### src/rtl/uart_pkg.sv
`default_nettype none
// ============================================================================
//  Module      : uart_pkg
//  Description : Shared UART types, frame constants and baud divisor helper.
//  Revision    : 1.0 - initial release
// ============================================================================
package uart_pkg;

    typedef enum logic [2:0] {
        IDLE   = 3'd0,
        START  = 3'd1,
        DATA   = 3'd2,
        PARITY = 3'd3,
        STOP   = 3'd4,
        BREAK  = 3'd5
    } state_e;

    localparam int OVERSAMPLE = 16;
    localparam int MID_SAMPLE = 7;
    localparam int END_SAMPLE = 15;
    localparam int DATA_BITS  = 8;

    // Rounded clocks-per-tick; the half-divisor term gives round-to-nearest.
    function automatic int calc_div(input int clk_hz, input int baud);
        longint den;
        den = longint'(baud) * longint'(OVERSAMPLE);
        return int'((longint'(clk_hz) + den / 2) / den);
    endfunction

endpackage
`default_nettype wire

### src/rtl/uart_baud_tick.sv
`default_nettype none
// ============================================================================
//  Module      : uart_baud_tick
//  Description : Free-running 0..DIV-1 counter, one-cycle tick at DIV-1.
//  Revision    : 1.0 - initial release
// ============================================================================
module uart_baud_tick #(
    parameter int DIV = 65
) (
    input  logic clk,
    input  logic rst,
    input  logic clr,
    output logic tick
);

    localparam int              c_cw   = (DIV > 1) ? $clog2(DIV) : 1;
    localparam logic [c_cw-1:0] c_last = c_cw'(DIV - 1);

    logic [c_cw-1:0] cnt_q;
    logic [c_cw-1:0] cnt_d;

    assign tick = (cnt_q == c_last);

    always_comb begin
        cnt_d = cnt_q + 1'b1;
        if (clr || tick) begin
            cnt_d = '0;
        end
    end

    always_ff @(posedge clk) begin
        if (rst) begin
            cnt_q <= '0;
        end else begin
            cnt_q <= cnt_d;
        end
    end

endmodule
`default_nettype wire

### src/rtl/uart_rx.sv
`default_nettype none
// ============================================================================
//  Module      : uart_rx
//  Description : 16x oversampling 8N1 serial receiver with valid/frame_err
//                strobes. Define UART_RX_PARITY_EN for 8E1 and parity_err.
//  Revision    : 1.0 - initial release
// ============================================================================
module uart_rx
    import uart_pkg::*;
#(
    parameter int CLK_FREQ = 10_000_000,
    parameter int BAUD     = 9600
) (
    input  logic       clk,
    input  logic       rst,
    input  logic       rx,
    output logic [7:0] data,
    output logic       valid,
    output logic       busy,
`ifdef UART_RX_PARITY_EN
    output logic       parity_err,
`endif
    output logic       frame_err
);

    localparam int         c_div = calc_div(CLK_FREQ, BAUD);
    localparam logic [3:0] c_mid = 4'(MID_SAMPLE);
    localparam logic [3:0] c_end = 4'(END_SAMPLE);
    localparam logic [2:0] c_last_bit = 3'(DATA_BITS - 1);

    logic       rx_s1_q, rx_s2_q, rx_s;
    logic       tick, clr;
    state_e     state_q, state_d;
    logic [3:0] sc_q, sc_d;
    logic [2:0] bit_idx_q, bit_idx_d;
    logic [7:0] shift_q, shift_d;
    logic [7:0] data_q, data_d;
    logic       valid_q, valid_d;
    logic       busy_q, busy_d;
    logic       frame_err_q, frame_err_d;
    logic       par_bad_q, par_bad_d;
    logic       parity_err_q, parity_err_d;

    assign rx_s = rx_s2_q;

    uart_baud_tick #(
        .DIV (c_div)
    ) u_tick (
        .clk  (clk),
        .rst  (rst),
        .clr  (clr),
        .tick (tick)
    );

    always_comb begin
        state_d      = state_q;
        sc_d         = sc_q;
        bit_idx_d    = bit_idx_q;
        shift_d      = shift_q;
        data_d       = data_q;
        par_bad_d    = par_bad_q;
        valid_d      = 1'b0;
        frame_err_d  = 1'b0;
        parity_err_d = 1'b0;
        clr          = 1'b0;
        if (tick) begin
            sc_d = sc_q + 1'b1;
        end
        case (state_q)
            IDLE: begin
                if (!rx_s) begin
                    state_d   = START;
                    sc_d      = '0;
                    par_bad_d = 1'b0;
                    clr       = 1'b1;
                end
            end
            START: begin
                if (tick && sc_q == c_mid) begin
                    sc_d      = '0;
                    bit_idx_d = '0;
                    state_d   = rx_s ? IDLE : DATA;
                end
            end
            DATA: begin
                if (tick && sc_q == c_end) begin
                    shift_d   = {rx_s, shift_q[7:1]};
                    bit_idx_d = bit_idx_q + 1'b1;
                    if (bit_idx_q == c_last_bit) begin
`ifdef UART_RX_PARITY_EN
                        state_d = PARITY;
`else
                        state_d = STOP;
`endif
                    end
                end
            end
            PARITY: begin
                if (tick && sc_q == c_end) begin
                    par_bad_d = (rx_s != ^shift_q);
                    state_d   = STOP;
                end
            end
            STOP: begin
                if (tick && sc_q == c_end) begin
                    if (!rx_s) begin
                        frame_err_d = 1'b1;
                        state_d     = BREAK;
                    end else if (par_bad_q) begin
                        parity_err_d = 1'b1;
                        state_d      = IDLE;
                    end else begin
                        data_d  = shift_q;
                        valid_d = 1'b1;
                        state_d = IDLE;
                    end
                end
            end
            BREAK: begin
                // Hold here until the line idles so a held-low line yields one error.
                if (rx_s) begin
                    state_d = IDLE;
                end
            end
            default: state_d = IDLE;
        endcase
        busy_d = (state_d != IDLE);
    end

    always_ff @(posedge clk) begin
        if (rst) begin
            rx_s1_q      <= 1'b1;
            rx_s2_q      <= 1'b1;
            state_q      <= IDLE;
            sc_q         <= '0;
            bit_idx_q    <= '0;
            shift_q      <= '0;
            data_q       <= '0;
            valid_q      <= 1'b0;
            busy_q       <= 1'b0;
            frame_err_q  <= 1'b0;
            par_bad_q    <= 1'b0;
            parity_err_q <= 1'b0;
        end else begin
            rx_s1_q      <= rx;
            rx_s2_q      <= rx_s1_q;
            state_q      <= state_d;
            sc_q         <= sc_d;
            bit_idx_q    <= bit_idx_d;
            shift_q      <= shift_d;
            data_q       <= data_d;
            valid_q      <= valid_d;
            busy_q       <= busy_d;
            frame_err_q  <= frame_err_d;
            par_bad_q    <= par_bad_d;
            parity_err_q <= parity_err_d;
        end
    end

    assign data      = data_q;
    assign valid     = valid_q;
    assign busy      = busy_q;
    assign frame_err = frame_err_q;
`ifdef UART_RX_PARITY_EN
    assign parity_err = parity_err_q;
`else
    logic unused_parity;
    assign unused_parity = parity_err_q ^ par_bad_q;
`endif

endmodule
`default_nettype wire

### config.mk
export PLATFORM = sky130hd
export DESIGN_NAME = uart_rx
export DESIGN_NICKNAME = d
export VERILOG_FILES = /design/src/rtl/uart_pkg.sv /design/src/rtl/uart_baud_tick.sv /design/src/rtl/uart_rx.sv
export SDC_FILE = /design/constraint.sdc
export NUM_CORES = 1
export LEC_CHECK = 0
export BUFFER_PORTS_ARGS = -buffer_cell sky130_fd_sc_hd__buf_2
export CORE_MARGIN = 1.5
export CORE_UTILIZATION = 52
export DETAILED_ROUTE_END_ITERATION = 10
export PLACE_DENSITY = 0.77
export SLEW_MARGIN = 20
export SYNTH_ARGS = -nofsm -noshare
export SYNTH_HDL_FRONTEND = slang
export SYNTH_SLANG_ARGS = --single-unit
### constraint.sdc
create_clock -name clk -period 2 [get_ports clk]
set_input_delay 0.4 -clock clk [delete_from_list [all_inputs] [get_ports clk]]
set_output_delay 0.4 -clock clk [all_outputs]
set_load 0.05 [all_outputs]
After elaboration in Yosys (flattened, before gate mapping)
Cells that the tools add are included.
{"block": "totals", "word_cells": 71, "reg_bits": 39, "output_inout_bits": 11}
{"block": "op_classes", "eq_ne": 14, "n_reduce_logical": 15, "mux": 23, "add_sub_neg": 3, "n_bitwise": 4}
{"op": "$mux W3", "n": 10}
{"op": "$pmux W3 S6", "n": 1}
{"op": "$mux W4", "n": 3}
{"op": "$eq A3 B3 Y1 const B", "n": 3}
{"op": "$ne A2 B2 Y1 const B", "n": 4}
{"op": "$pmux W4 S2", "n": 1}
{"op": "$reduce_xor A8 Y1", "n": 1}
{"op": "$add A7 B1 Y7 const B", "n": 1}
{"op": "$eq A7 B7 Y1 const B", "n": 1}
{"op": "$eq A3 B2 Y1 const B", "n": 2}
{"op": "$pmux W3 S2", "n": 1}
{"op": "$reduce_and A3 Y1", "n": 2}
{"op": "$mux W1", "n": 5}
{"op": "$add A4 B1 Y4 const B", "n": 1}
{"op": "$eq A4 B3 Y1 const B", "n": 1}
{"op": "$eq A4 B4 Y1 const B", "n": 1}
{"op": "$not A1 Y1", "n": 4}
{"op": "$reduce_and A4 Y1", "n": 1}
{"op": "$reduce_bool A2 Y1", "n": 2}
{"op": "$reduce_or A4 Y1", "n": 1}
{"op": "$add A3 B1 Y3 const B", "n": 1}
{"op": "$eq A3 B1 Y1 const B", "n": 1}
{"op": "$logic_not A3 Y1", "n": 1}
{"op": "$reduce_bool A3 Y1", "n": 1}
{"op": "8 further kinds", "n": 9}

Logic depth before layout (Yosys ltp)
{"block": "logic_depth", "word_depth": 5, "ltp_mapped": 8}

Cells and area by module
A second synthesis with hierarchy kept.
{"block": "unflattened", "cells_unflattened": 182, "hier_area_um2": 1785.5}
{"mod": "uart_rx", "seq_area_each_um2": 640.6, "area_each_um2": 1470.2, "instances": 1, "cells_each": 147}
{"mod": "uart_baud_tick", "seq_area_each_um2": 140.1, "area_each_um2": 315.3, "instances": 1, "cells_each": 35}

Worst setup path before layout
No wires, ideal clock.
{"block": "synth_timing", "kind": "flip-flop to flip-flop", "start": "reg u_tick.cnt_q[3]", "end": "reg busy_q (netlist: busy)", "path_slack_ps": -104, "arrival_ps": 1977, "n_path_buf": 2, "t_required_ps": 1873, "path_stages_with_launch": 8, "period_less_slack_ps": 2104, "path_cell_list": "dfxtp_1 or4_4 buf_6 or3_4 buf_6 o21ai_2 nand3_1 or3_1"}
{"block": "synth_via", "elab_chain_cells": 5, "word_cells_on_any_way": 9, "cone_classes": "eq/ne: 1; mux: 5; reduce/logical: 3"}
{"item": "start: declaration", "line_no": "uart_baud_tick.sv:19", "text": "logic [c_cw-1:0] cnt_q;"}
{"item": "start signal: assignment", "line_no": "uart_baud_tick.sv:35", "text": "cnt_q <= cnt_d;"}
{"item": "$eq A7 B7 Y1 (*)", "line_no": "uart_baud_tick.sv:22", "text": "assign tick = (cnt_q == c_last);"}
{"item": "$logic_and A1 B1 Y1 (on tied branches)"}
{"item": "$mux W3 (on tied branches)"}
{"item": "$pmux W3 S6 (*)", "line_no": "uart_rx.sv:69", "text": "case (state_q)"}
{"item": "$reduce_bool A3 Y1 (*)", "line_no": "uart_rx.sv:127", "text": "busy_d = (state_d != IDLE);"}
{"item": "end signal: assignment", "line_no": "uart_rx.sv:153", "text": "busy_q <= busy_d;"}
{"item": "end: declaration", "line_no": "uart_rx.sv:39", "text": "logic busy_q, busy_d;"}
Every way passes the cells marked *; elsewhere a longest branch is shown, timed or not.
A chain may end at the register's enable or synchronous reset.

Worst setup path after layout
{"block": "layout_timing", "start": "reg u_tick.cnt_q[2]", "end": "reg busy_q (netlist: busy)"}
Same word-level chain as after synthesis.

==> impl_metrics.ini <==
[grt]
busiest_layer = met2
grt_antenna_before_repair = 0
grt_pass1_vias = 1253
grt_max_degree = 18
grtUsageTotal = 0.1968
use_met2 = 0.3349
overflow = 0
met3_usage = 0.06397
use_met1 = 0.2266
grt_pass1_wl_um = 5375

[drt]
drt_iter0_drc = 64
routed_wl_um = 3434
first_pass_iters = 4
num_vias = 1414
drc_errors = 0
antenna_left = 0
wl_per_cell_um = 13.26
via_per_inst = 5.459

[worst_setup_path]
worstSetupEndpointType = flop
crit_type = reg -> reg
cp.required_ps = 2300
critPathArrivalTime_ps = 2340
path_max_fanout = 6
cp-start-kind = flop

[status]
violations = negative setup slack
status = finished with violations

[clocking]
numClockSinks = 39
insertion_delay_ps = 350
cts_inserted_buffers = 5
htreeDepth = 2
cts_tree = done
clk_pin_slew_ps = 110
hold_buffers = 0
root_buffer = clkbuf_4
ctsLongestPathBuffers = 2

[placed_design]
dp_hpwl_um = 2411
dp_cells = 249
place_congestion = 0.8808
dp_slack_ps = -17.06
place.port_buffers = 13
dpl_cell_area_sq_um = 1883

[timing]
fmax_ghz = 0.4920
fin_crit_ps = 2032
timing_hold_violations_final = 0
fin_setup_tns_ps = -32.48
skew_ps = 9.161
rsz0062_at_grt = true
finalCritPeriodShare = 1.016
holdWs_ps = 246.1
slew_headroom = 0.6296
worst_pin_slew_ps = 547.9
setup_viol = 1
slew_viol_final = 0
setup_ws_ps = -32.48

[synthesis]
postSynthCellCount = 193
yosysUniqueCellTypes = 40
syn_nets = 201
yosys_warnings = 0
ys_seq_area_frac = 0.4464
ys_ff_latch = 39
syn_area_per_cell_sq_um = 9.063
syn_area_sq_um = 1749

[layout]
final_cell_count_no_fill = 259
antenna_cells = 0
final_layout_size_suffix_gt1_frac = 0.2093
final_util = 0.6380
layout.nets = 222
synthToLayoutAreaGrowth_pct = 14.09
final_design_area_no_fill_sq_um = 1996

[power_and_ir_drop]
p_leak_nw = 0.8218
p_per_area_nw_per_um2 = 660.3
ir_worst_vdd_uv = 458.2
power_mw = 1.318

[die]
die_area_sq_um = 3721
die_w_um = 61
ioPinCount = 14
die_y_um = 61
start_util = 0.5592
row_count = 20
core_area_sq_um = 3128

[job]
drv_cap = 0

[worst_hold_path]
hold_class = in -> reg
## worst max-delay path: stages, from the launching register on
cell and delay (ps):
dfxtp_1 330, or4_4 590, or3_4 460, buf_4 160, nor4b_2 240, a21o_1 120
or3_1 90
## synthesized netlist by cell type, drive strengths merged
| cell | count | area share |
|---|---|---|
| nand4b | 1 | 0.0050 |
| a21oi | 13 | 0.039 |
| xnor2 | 12 | 0.060 |
| nand4 | 1 | 0.0036 |
| and3 | 3 | 0.011 |
| clkbuf | 7 | 0.015 |
| or2 | 2 | 0.0072 |
| buf | 2 | 0.013 |
| or3b | 2 | 0.010 |
| mux2i | 10 | 0.057 |
| nor4 | 2 | 0.016 |
| inv | 3 | 0.0064 |
| o21ai | 5 | 0.016 |
| nor3b | 2 | 0.0086 |
| nor2b | 1 | 0.0036 |
| dfxtp | 39 | 0.45 |
| o41ai | 1 | 0.0050 |
| nor2 | 28 | 0.060 |
| a21o | 1 | 0.0043 |
| or3 | 2 | 0.010 |
| nand3b | 1 | 0.0043 |
| nand3 | 9 | 0.026 |
| or4 | 2 | 0.011 |
| nand2b | 2 | 0.0072 |
| xor2 | 5 | 0.025 |
| or4b | 1 | 0.0057 |
| nor4b | 2 | 0.014 |
| o31ai | 2 | 0.0086 |
| ha | 5 | 0.036 |
| o211a | 1 | 0.0057 |
| nand2 | 24 | 0.052 |
| nor3 | 2 | 0.0086 |
## report_power, final
group	switching (mW)	leakage [nW]	internal, mW	total (mW)
clock network	0.252	0.0386	0.207	0.459
logic	0.0382	0.467	0.0255	0.0637
registers	0.00950	0.316	0.786	0.795
total	0.299	0.822	1.02	1.32
## worst paths after layout
check / startpoint / end / slack [ps] / cells past startpoint
max: u_tick.cnt_q[2] / busy / -30 / 6
min: rx / rx_s1_q / 250 / 2
max reg2reg: u_tick.cnt_q[2] / busy / -30 / 6
min reg2reg: rx_s1_q / rx_s / 420 / 1
## timing repair
action                     4_1_cts  5_1_grt
pin swaps                        0        4
setup endpoints to repair        1        5
gates resized for setup          1        3
buffers inserted                 0        2
## registers in the layout (all words and copies together) (netlist names)
| name | cells |
|---|---|
| sc_q | 4 |
| u_tick.cnt_q | 7 |
| rx_s | 1 |
| busy | 1 |
| valid | 1 |
| data | 8 |
| bit_idx_q | 3 |
| par_bad_q | 1 |
| rx_s1_q | 1 |
| shift_q | 8 |
| frame_err | 1 |
| state_q | 3 |
## placed cells by master (no fill, tap or decap), types with 2 or more instances in the layout
master     n
nand2_1   24
and3_1     3
clkbuf_8   2
o21ai_0    3
buf_2     13
or2_2      2
clkbuf_4   5
a21oi_1   12
ha_1       5
nand2b_1   2
nor3b_1    2
o31ai_1    2
buf_4      9
xor2_1     5
nand3_1    9
nor2_1    28
inv_1      3
or3b_2     2
dfxtp_1   37
dfxtp_2    2
xnor2_1   12
mux2i_1   10
## routing by layer
metal | vias to the layer above | share of wire
met5 | - | 0
met4 | 0 | 0.013
met3 | 7 | 0.052
met2 | 40 | 0.50
met1 | 672 | 0.43
li1 | 695 | -
## layout make-up
| type | count | area (sq um) |
|---|---|---|
| tap | 44 | 55.05 |
| inverter | 3 | 11.26 |
| multi-input combinational | 142 | 933.4 |
| fill | 252 | 1132 |
| clock buffer | 8 | 68.82 |
| sequential | 39 | 783.3 |
| timing repair buffer | 23 | 143.9 |
## cells by family after synthesis
| kind of cell | after synthesis | synth area share |
|---|---|---|
| compound gates | 23 | 0.07940 |
| xor+xnor | 17 | 0.08512 |
| fa+ha+maj | 5 | 0.03577 |
| buf+inv | 12 | 0.03434 |
| flops | 39 | 0.4464 |
| mux | 10 | 0.05723 |
| simple gates | 87 | 0.2618 |
No activity file was read; power rests on OpenSTA's default activity.
